[src/rtl/vga_pkg.sv]
// vga_pkg: shared timing types for the VGA timing engine.
//   vga_axis_t   - active/front-porch/sync/back-porch lengths for one axis
//   vga_timing_t - horizontal and vertical axis timing
//   VGA_640x480  - standard 640x480@60 timing (25 MHz pixel rate)
//   total()      - full period of an axis (active + fp + sync + bp)
package vga_pkg;

    typedef struct packed {
        int active;
        int fp;
        int sync;
        int bp;
    } vga_axis_t;

    typedef struct packed {
        vga_axis_t h;
        vga_axis_t v;
    } vga_timing_t;

    localparam vga_timing_t VGA_640x480 = '{
        h: '{active: 640, fp: 16, sync: 96, bp: 48},
        v: '{active: 480, fp: 10, sync: 2,  bp: 33}
    };

    function automatic int total(vga_axis_t a);
        return a.active + a.fp + a.sync + a.bp;
    endfunction

endpackage

[src/rtl/vga_pix_ce_div.sv]
// vga_pix_ce_div: pixel clock-enable generator.
//   clk     in  system clock
//   rst     in  synchronous reset, active-high
//   pix_ce  out one-clk pulse every CLK_DIV clks (constant 1 after reset when CLK_DIV=1)
// pix_ce is registered so it is 0 during reset; the first pulse arrives
// CLK_DIV-1 clks after release and is consumed on the CLK_DIV-th edge.
module vga_pix_ce_div #(
    parameter int CLK_DIV = 2
) (
    input  logic clk,
    input  logic rst,
    output logic pix_ce
);

    localparam int DW = (CLK_DIV > 1) ? $clog2(CLK_DIV) : 1;
    localparam logic [DW-1:0] LAST = DW'(CLK_DIV - 1);

    logic [DW-1:0] div_q, div_d;
    logic          pix_ce_q, pix_ce_d;

    always_comb begin
        div_d    = (div_q == LAST) ? '0 : div_q + 1'b1;
        // Register the strobe for the divider value being entered.
        pix_ce_d = (div_d == LAST);
    end

    always_ff @(posedge clk) begin
        if (rst) begin
            div_q    <= '0;
            pix_ce_q <= 1'b0;
        end else begin
            div_q    <= div_d;
            pix_ce_q <= pix_ce_d;
        end
    end

    assign pix_ce = pix_ce_q;

endmodule

[src/rtl/vga_timing_engine.sv]
// vga_timing_engine: parametrised VGA timing engine.
//   clk, rst            system clock, synchronous active-high reset
//   rgb_in              {r,g,b} for the coordinate on cuentaX/cuentaY
//   pix_ce              pixel advance strobe
//   cuentaX, cuentaY    current horizontal / vertical counts
//   frame_start         pix_ce tick that begins pixel (0,0)
//   H_SYNC, V_SYNC      registered syncs (polarity HS_POL / VS_POL)
//   SYNC_B              composite sync, tied 0
//   SYNC_BLANK          blank_n, 1 in active video
//   r, g, b             registered colour to the DAC
// Sync and colour are registered on pix_ce from the current counters, so the
// DAC pins lag the coordinate outputs by exactly one pixel tick.
// Build option: VGA_TEST_PATTERN_EN replaces rgb_in with 8 vertical colour bars.
// The sync pulse widths are H_SYNC_LEN/V_SYNC_LEN since H_SYNC/V_SYNC name the pins.
module vga_timing_engine
    import vga_pkg::*;
#(
    parameter int CLK_DIV    = 2,
    parameter int H_ACTIVE   = VGA_640x480.h.active,
    parameter int H_FP       = VGA_640x480.h.fp,
    parameter int H_SYNC_LEN = VGA_640x480.h.sync,
    parameter int H_BP       = VGA_640x480.h.bp,
    parameter int V_ACTIVE   = VGA_640x480.v.active,
    parameter int V_FP       = VGA_640x480.v.fp,
    parameter int V_SYNC_LEN = VGA_640x480.v.sync,
    parameter int V_BP       = VGA_640x480.v.bp,
    parameter bit HS_POL     = 1'b0,
    parameter bit VS_POL     = 1'b0,
    parameter int CW         = 10,
    parameter int COLOR_W    = 8
) (
    input  logic                 clk,
    input  logic                 rst,
    input  logic [3*COLOR_W-1:0] rgb_in,
    output logic                 pix_ce,
    output logic [CW-1:0]        cuentaX,
    output logic [CW-1:0]        cuentaY,
    output logic                 frame_start,
    output logic                 H_SYNC,
    output logic                 V_SYNC,
    output logic                 SYNC_B,
    output logic                 SYNC_BLANK,
    output logic [COLOR_W-1:0]   r,
    output logic [COLOR_W-1:0]   g,
    output logic [COLOR_W-1:0]   b
);

    localparam vga_timing_t TIM = '{
        h: '{active: H_ACTIVE, fp: H_FP, sync: H_SYNC_LEN, bp: H_BP},
        v: '{active: V_ACTIVE, fp: V_FP, sync: V_SYNC_LEN, bp: V_BP}
    };
    localparam int H_TOTAL = total(TIM.h);
    localparam int V_TOTAL = total(TIM.v);

    localparam logic [CW-1:0] H_LAST  = CW'(H_TOTAL - 1);
    localparam logic [CW-1:0] V_LAST  = CW'(V_TOTAL - 1);
    localparam logic [CW-1:0] H_ACT   = CW'(H_ACTIVE);
    localparam logic [CW-1:0] V_ACT   = CW'(V_ACTIVE);
    // Inclusive sync windows; an inclusive end avoids overflowing CW when bp=0.
    localparam logic [CW-1:0] HS_BEG  = CW'(H_ACTIVE + H_FP);
    localparam logic [CW-1:0] HS_LAST = CW'(H_ACTIVE + H_FP + H_SYNC_LEN - 1);
    localparam logic [CW-1:0] VS_BEG  = CW'(V_ACTIVE + V_FP);
    localparam logic [CW-1:0] VS_LAST = CW'(V_ACTIVE + V_FP + V_SYNC_LEN - 1);

    vga_pix_ce_div #(.CLK_DIV(CLK_DIV)) u_div (
        .clk    (clk),
        .rst    (rst),
        .pix_ce (pix_ce)
    );

    logic [CW-1:0]        x_q, x_d, y_q, y_d;
    logic                 hs_q, hs_d, vs_q, vs_d, blank_q, blank_d;
    logic [3*COLOR_W-1:0] rgb_q, rgb_d;
    logic [3*COLOR_W-1:0] pix;
    logic                 active, hs_win, vs_win;

    // Pixel source for the active area.
`ifdef VGA_TEST_PATTERN_EN
    logic [2:0] bar_idx;
    always_comb begin
        bar_idx = 3'((32'(x_q) * 32'd8) / 32'(H_ACTIVE));
        pix     = {{COLOR_W{bar_idx[2]}}, {COLOR_W{bar_idx[1]}}, {COLOR_W{bar_idx[0]}}};
    end
`else
    assign pix = rgb_in;
`endif

    always_comb begin
        active = (x_q < H_ACT) && (y_q < V_ACT);
        hs_win = (x_q >= HS_BEG) && (x_q <= HS_LAST);
        vs_win = (y_q >= VS_BEG) && (y_q <= VS_LAST);

        x_d     = x_q;
        y_d     = y_q;
        hs_d    = hs_q;
        vs_d    = vs_q;
        blank_d = blank_q;
        rgb_d   = rgb_q;
        if (pix_ce) begin
            if (x_q == H_LAST) begin
                x_d = '0;
                y_d = (y_q == V_LAST) ? '0 : y_q + 1'b1;
            end else begin
                x_d = x_q + 1'b1;
            end
            hs_d    = hs_win ? HS_POL : ~HS_POL;
            vs_d    = vs_win ? VS_POL : ~VS_POL;
            blank_d = active;
            rgb_d   = active ? pix : '0;
        end
    end

    always_ff @(posedge clk) begin
        if (rst) begin
            x_q     <= '0;
            y_q     <= '0;
            hs_q    <= ~HS_POL;
            vs_q    <= ~VS_POL;
            blank_q <= 1'b0;
            rgb_q   <= '0;
        end else begin
            x_q     <= x_d;
            y_q     <= y_d;
            hs_q    <= hs_d;
            vs_q    <= vs_d;
            blank_q <= blank_d;
            rgb_q   <= rgb_d;
        end
    end

    assign cuentaX     = x_q;
    assign cuentaY     = y_q;
    assign frame_start = pix_ce && (x_q == '0) && (y_q == '0);
    assign H_SYNC      = hs_q;
    assign V_SYNC      = vs_q;
    assign SYNC_B      = 1'b0;
    assign SYNC_BLANK  = blank_q;
    assign {r, g, b}   = rgb_q;

endmodule

[config.mk]
export PLATFORM = sky130hd
export DESIGN_NAME = vga_timing_engine
export DESIGN_NICKNAME = d
export VERILOG_FILES = /design/src/rtl/vga_pkg.sv /design/src/rtl/vga_pix_ce_div.sv /design/src/rtl/vga_timing_engine.sv
export SDC_FILE = /design/constraint.sdc
export NUM_CORES = 1
export LEC_CHECK = 0
export CORE_MARGIN = 3
export CORE_UTILIZATION = 35
export CTS_CLUSTER_SIZE = 12
export DETAILED_ROUTE_END_ITERATION = 10
export GPL_TIMING_DRIVEN = 0
export HOLD_SLACK_MARGIN = 0.02
export PLACE_DENSITY = 0.76
export SLEW_MARGIN = 20
export SYNTH_ARGS = -nofsm -noshare
export SYNTH_HDL_FRONTEND = slang
export SYNTH_SLANG_ARGS = --single-unit
[constraint.sdc]
create_clock -name clk -period 3.3 [get_ports clk]
set_input_delay 0.66 -clock clk [delete_from_list [all_inputs] [get_ports clk]]
set_output_delay 0.66 -clock clk [all_outputs]
set_load 0.05 [all_outputs]
# == After elaboration in Yosys (flattened, before gate mapping) ==
# Cells that the tools add are included.
# totals
regBits,48
output_inout_bits,50
elab_cells,32
inputBits,26
# op_classes
magnitude_cmp,6
add_sub_neg,3
eq_ne,2
n_reduce_logical,9
mux,5
# ops
op,count
$mux W24,1
$add A10 B1 Y10 const B,2
$eq A10 B10 Y1 const B,2
$logic_not A10 Y1,2
$mux W10,2
$ge A10 B10 Y1 const B,1
$ge A10 B9 Y1 const B,1
$le A10 B10 Y1 const B,1
$le A10 B9 Y1 const B,1
$lt A10 B10 Y1 const B,1
$lt A10 B9 Y1 const B,1
$logic_and A1 B1 Y1,5
$mux W1,2
$reduce_and A2 Y1,1
$reduce_or A2 Y1,1
$add A1 B1 Y1 const B,1

# == Depth between registers and ports, before layout ==
# Gate-level depths: netlist of run 1.
# logic_depth
depth_word,3
ltp_mapped,7
depth_no_buf,6

# == Hierarchy ==
# Synthesis of run 1 repeated with hierarchy kept, for this count alone.
# unflattened
cells_unflattened,231
hier_area_um2,2062.0
# modules_own_cells
module,n_inst,cells_each,seq_area_each_um2,area_per_inst_um2
vga_timing_engine,1,229,940.9,2038.2
vga_pix_ce_div,1,2,20.0,23.8

# == Worst setup path before layout of run 1 ==
# Ideal clock, no wire load.
# synth_timing
path_kind,flip-flop to output port
startpoint,"register y_q[4], in the netlist cuentaY[4]"
endpoint,output frame_start
path_slack_ps,100
required_ps,2640
path_stages_with_launch,6
t_arrival_ps,2540
path_buffers,1
cell_sequence,dfxtp_1 > buf_6 > or4b_4 > nor3_2 > nand4_1 > nor3_1
# synth_between
elab_chain_cells,2
# synth_lines
element,line,source
from (decl),vga_timing_engine.sv:71,"logic [CW-1:0] x_q, x_d, y_q, y_d;"
from (signal assigned),vga_timing_engine.sv:123,y_q <= y_d;
$logic_not A10 Y1,vga_timing_engine.sv:133,assign frame_start = pix_ce && (x_q == '0) && (y_q == '0);
$logic_and A1 B1 Y1,vga_timing_engine.sv:133,
to (decl),vga_timing_engine.sv:38,"output logic frame_start,"
# No other way between the ends.

# == Worst setup path in the final report of run 1 ==
# layout_timing
startpoint,"register y_q[0], in the netlist cuentaY[0]"
endpoint,output frame_start
# The elaborated chain is that of the path after synthesis.

==> results of run 1 <==
==> how the worst max path moves through the flow <==
stage | startpoint | to | cells after the start
after floorplan | cuentaY[4] | frame_start | 5
after global placement | cuentaY[0] | frame_start | 7
after detailed placement | cuentaY[0] | frame_start | 7
after CTS | cuentaY[1] | frame_start | 7
after global routing | cuentaY[1] | frame_start | 7
final | cuentaY[0] | frame_start | 7
==> worst reg2reg max path: cells and delay by family, from the launching register on <==
kind,cells,cell delay [ps]
AO/OA/AOI/OAI,2,440
adder cells (fa/ha/maj),1,220
buffers and inverters,2,410
flip-flops,1,420
AND/OR/NAND/NOR,2,350
==> metal layers <==
layer | global-route usage, % | part of all wire [%]
met5 | 0 | 0
met4 | 4.90 | 1.2
met3 | 8.66 | 12
met2 | 24.5 | 44
met1 | 18.5 | 43
==> timing repair <==
| action | in CTS | in global routing |
|---|---|---|
| gates resized for setup | 1 | 0 |
| setup buffers | 0 | 0 |
| setup endpoints to repair | 1 | 0 |
| hold buffers | 0 | 0 |
| endpoints found under the hold margin | 0 | 0 |
==> cells by family after synthesis <==
logic type                 Yosys count
buffers and inverters               19
adders and majority gates            4
xor gates and xnor gates            10
DFF                                 48
and+or+nand+nor                     72
AOI/OAI and AO/OA                   48
other                                1
muxes                                1
==> area by class of cell <==
| type | count | area, um^2 | area share [%] |
|---|---|---|---|
| clock buffers | 5 | 68.8 | 2.31 |
| inverters | 5 | 18.8 | 0.630 |
| well taps | 70 | 87.6 | 2.94 |
| multi-input cells | 136 | 931 | 31.3 |
| plain buffers | 14 | 81.3 | 2.73 |
| repair buffers | 74 | 739 | 24.8 |
| clock inverters | 3 | 90.1 | 3.03 |
| flip-flops and latches | 48 | 961 | 32.3 |
==> stage by stage <==
step / instances / worst slack [ps] / cell area, um^2 / utilization [%]
CTS: 355 / 225 / 2980 / 56.2
finish: 355 / 241 / 2980 / 56.2
detailed placement: 347 / 279 / 2820 / 53.2
global route: 355 / 78.3 / 2980 / 56.2
global placement: 347 / 280 / 2820 / 53.2
floorplan: 203 / 100 / 1990 / -
==> cells in the final DEF (no fill, tap or decap), types with 2 or more instances in the layout <==
cell type,netlist,final
clkdlybuf4s50_1,0,73
dfxtp_1,48,48
a22o_1,24,24
nor2_1,18,18
nand2_1,10,10
a21oi_1,10,10
o21ai_0,7,7
nand3_1,7,7
nand4_1,6,6
xnor2_1,6,6
inv_1,5,5
buf_2,5,5
clkbuf_1,5,5
nor3_1,5,5
or3_1,5,5
clkbuf_8,0,5
and4_1,4,4
xor2_1,4,4
ha_1,4,4
bufinv_16,0,3
buf_6,2,2
buf_4,2,2
and2_1,2,2
and3_1,2,2
nand2b_1,2,2
==> power by group through the flow <==
stage | clock network (mW) | logic (mW) | registers, mW
finish | 0.581 | 0.212 | 0.615
global route | 0.616 | 0.224 | 0.618
CTS | 0.591 | 0.214 | 0.615
detailed placement | 0 | 0.214 | 0.627
global placement | 0 | 0.212 | 0.628
floorplan | 0 | 0.0513 | 0.702
==> registers in the layout, indices dropped and copies added, names as in the netlist <==
name	flops
H_SYNC	1
V_SYNC	1
cuentaX	10
rgb_q	24
SYNC_BLANK	1
cuentaY	10
u_div.div_q	1
==> qor.csv, run 1 <==
stage,metric,value,unit
die,die width,81.4,um
pwr,Power Density,473,nW/um^2
routing,First-pass DRT Iterations,4,
grt,antenna violations before repair,0,
pwr,Gate power share,15.1,%
placed_design,Placer Congestion,0.840,
grt,total grt overflow,0,
synth,Post-Syn Area,1990,um^2
grt,first-pass GRT wire length,8.12,mm
synth,post-synthesis register bit count,48,
grt,vias in the first global route,1768,
worst_setup_path,Buffers & Inverters on Critical Path,2,
timing,max_slew headroom,63.3,%
layout,n_diodes,0,
worst_setup_path,worst path required time,2640,ps
die,Core ar.,5300,um^2
min_path,WHS Path Cells,1,
clocking,H-tree Lvls,2,
min_path,Hold Path Sink,SYNC_BLANK,
clocking,CTS Sinks,48,
worst_setup_path,CP arrival,2400,ps
routing,via count,1798,
synth,Post-synth EDFFs,0,
status,status,"complete, no violations",
worst_setup_path,"Cell Chain, Critical Path","inv_1, ha_1, or4b_4, nor3_2, nand4_1, nor3_1, dlygate4sd2_1",
die,FP Rows,26,
synth,largest family of logic cells by synthesized area,simple AND/OR/NAND/NOR gates,
routing,drt wl/cell,13.8,um
clocking,Root Driver,clkbuf_8,
synth,Synth top area share,48.2,%
pwr,clock power share,41.3,%
timing,worst slew pin tran,549,ps
worst_setup_path,critical path peak fanout,6,
synth,post-synthesis mux area share,0.503,%
routing,First DRT Iteration DRCs,111,
clocking,Max clock buf depth,2,
clocking,Clock transition at path regs,90,ps
worst_setup_path,critical path's slowest cell,dlygate4sd2_1,
synth,syn nets,233,
routing,WL final,4.89,mm
routing,DR vias/cell,5.06,
pwr,Power Internal,1.07,mW
worst_setup_path,crit end category,output port,
clocking,worst skew pair latency,310,ps
synth,Netlist cell types,42,
synth,mean post-synth cell area,9.81,um^2
layout,Final #Nets,314,
routing,antenna-violating nets left,0,
timing,max frequency,327,MHz
worst_setup_path,reg2reg start,cuentaX[0],
pwr,LEAKAGE,1.11,nW
clocking,CTS tree,done,
die,Starting Density,37.6,%
synth,Simple-Gate Fraction of Synth Area,21.0,%
layout,share of cells above drive strength 1,8.42,%
min_path,Hold Startpoint,SYNC_BLANK,
grt,largest net degree at the start of global routing,16,
worst_setup_path,Worst R2R Path Depth,7,
layout,Fillers,468,
timing,"Min Clock Period, post-route",3060,ps
synth,Synth area leaders,"dfxtp_1 (48%), a22o_1 (11%), nor2_1 (3.4%)",
synth,Gate Count Post-Synth,203,
layout,layout overhead on the synthesized area,49.5,%
timing,# setup viols final,0,
worst_setup_path,CP Class,flip-flop to output port,
timing,worst hold slack,472,ps
worst_setup_path,flop2flop setup slack,1380,ps
die,I/O pin count,76,
synth,Async SR Flop Fraction,0,%
clocking,total CTS buffers,5,
timing,max-slew violations,0,
synth,Synth Area in Adders,2.51,%
synth,sequential area share after synthesis,48.2,%
min_path,type of the worst min-delay path,flip-flop to flip-flop,
placed_design,DP HPWL,3.57,mm
worst_setup_path,reg2reg end,cuentaY[5],
routing,DR DRC count,0,
synth,most common cell in the netlist,dfxtp_1,
synth,Synth area leader,dfxtp_1,
pwr,peak supply drop,0.271,mV
pwr,sequential share of power,43.7,%
timing,fin crit share,92.7,%
synth,Synth Area in Compound Gates,18.1,%
die,Die Y,81.4,um
pwr,Psw,0.341,mW
synth,top_reg_cell synth,dfxtp_1,
worst_setup_path,Crit path max-delay family,simple AND/OR/NAND/NOR gates,
pwr,Final Power,1.41,mW
die,die area,6630,um^2
placed_design,PortBufs,74,
synth,"top cells by count, synth","dfxtp_1 (48), a22o_1 (24), nor2_1 (18), a21oi_1 (10), nand2_1 (10)",
job,MaxCap Viol Count,0,
worst_setup_path,Startpoint Class,flip-flop,
timing,RSZ-0062 raised after global routing,false,
timing,Final Hold Viols,0,
timing,clock skew,5.48,ps
synth,Syn. warnings,0,
grt,Tot GR Track Use,15.7,%
pwr,sw frac,24.2,%
worst_setup_path,CP max stage delay,550,ps
timing,setup TNS,0,ps
synth,Post-Synth XOR/XNOR Area,4.40,%
Power figures use the tool's default switching activity.
==> run 2, diff against run 1 <==
--- a/config.mk
+++ b/config.mk
@@ -12,6 +12,7 @@
 export GPL_TIMING_DRIVEN = 0
 export HOLD_SLACK_MARGIN = 0.02
 export PLACE_DENSITY = 0.76
+export SKIP_LAST_GASP = 1
 export SLEW_MARGIN = 20
 export SYNTH_ARGS = -nofsm -noshare
 export SYNTH_HDL_FRONTEND = slang
==> results of run 2 <==
Same layout as run 1: the final DEF is identical, and so are final timing and power.
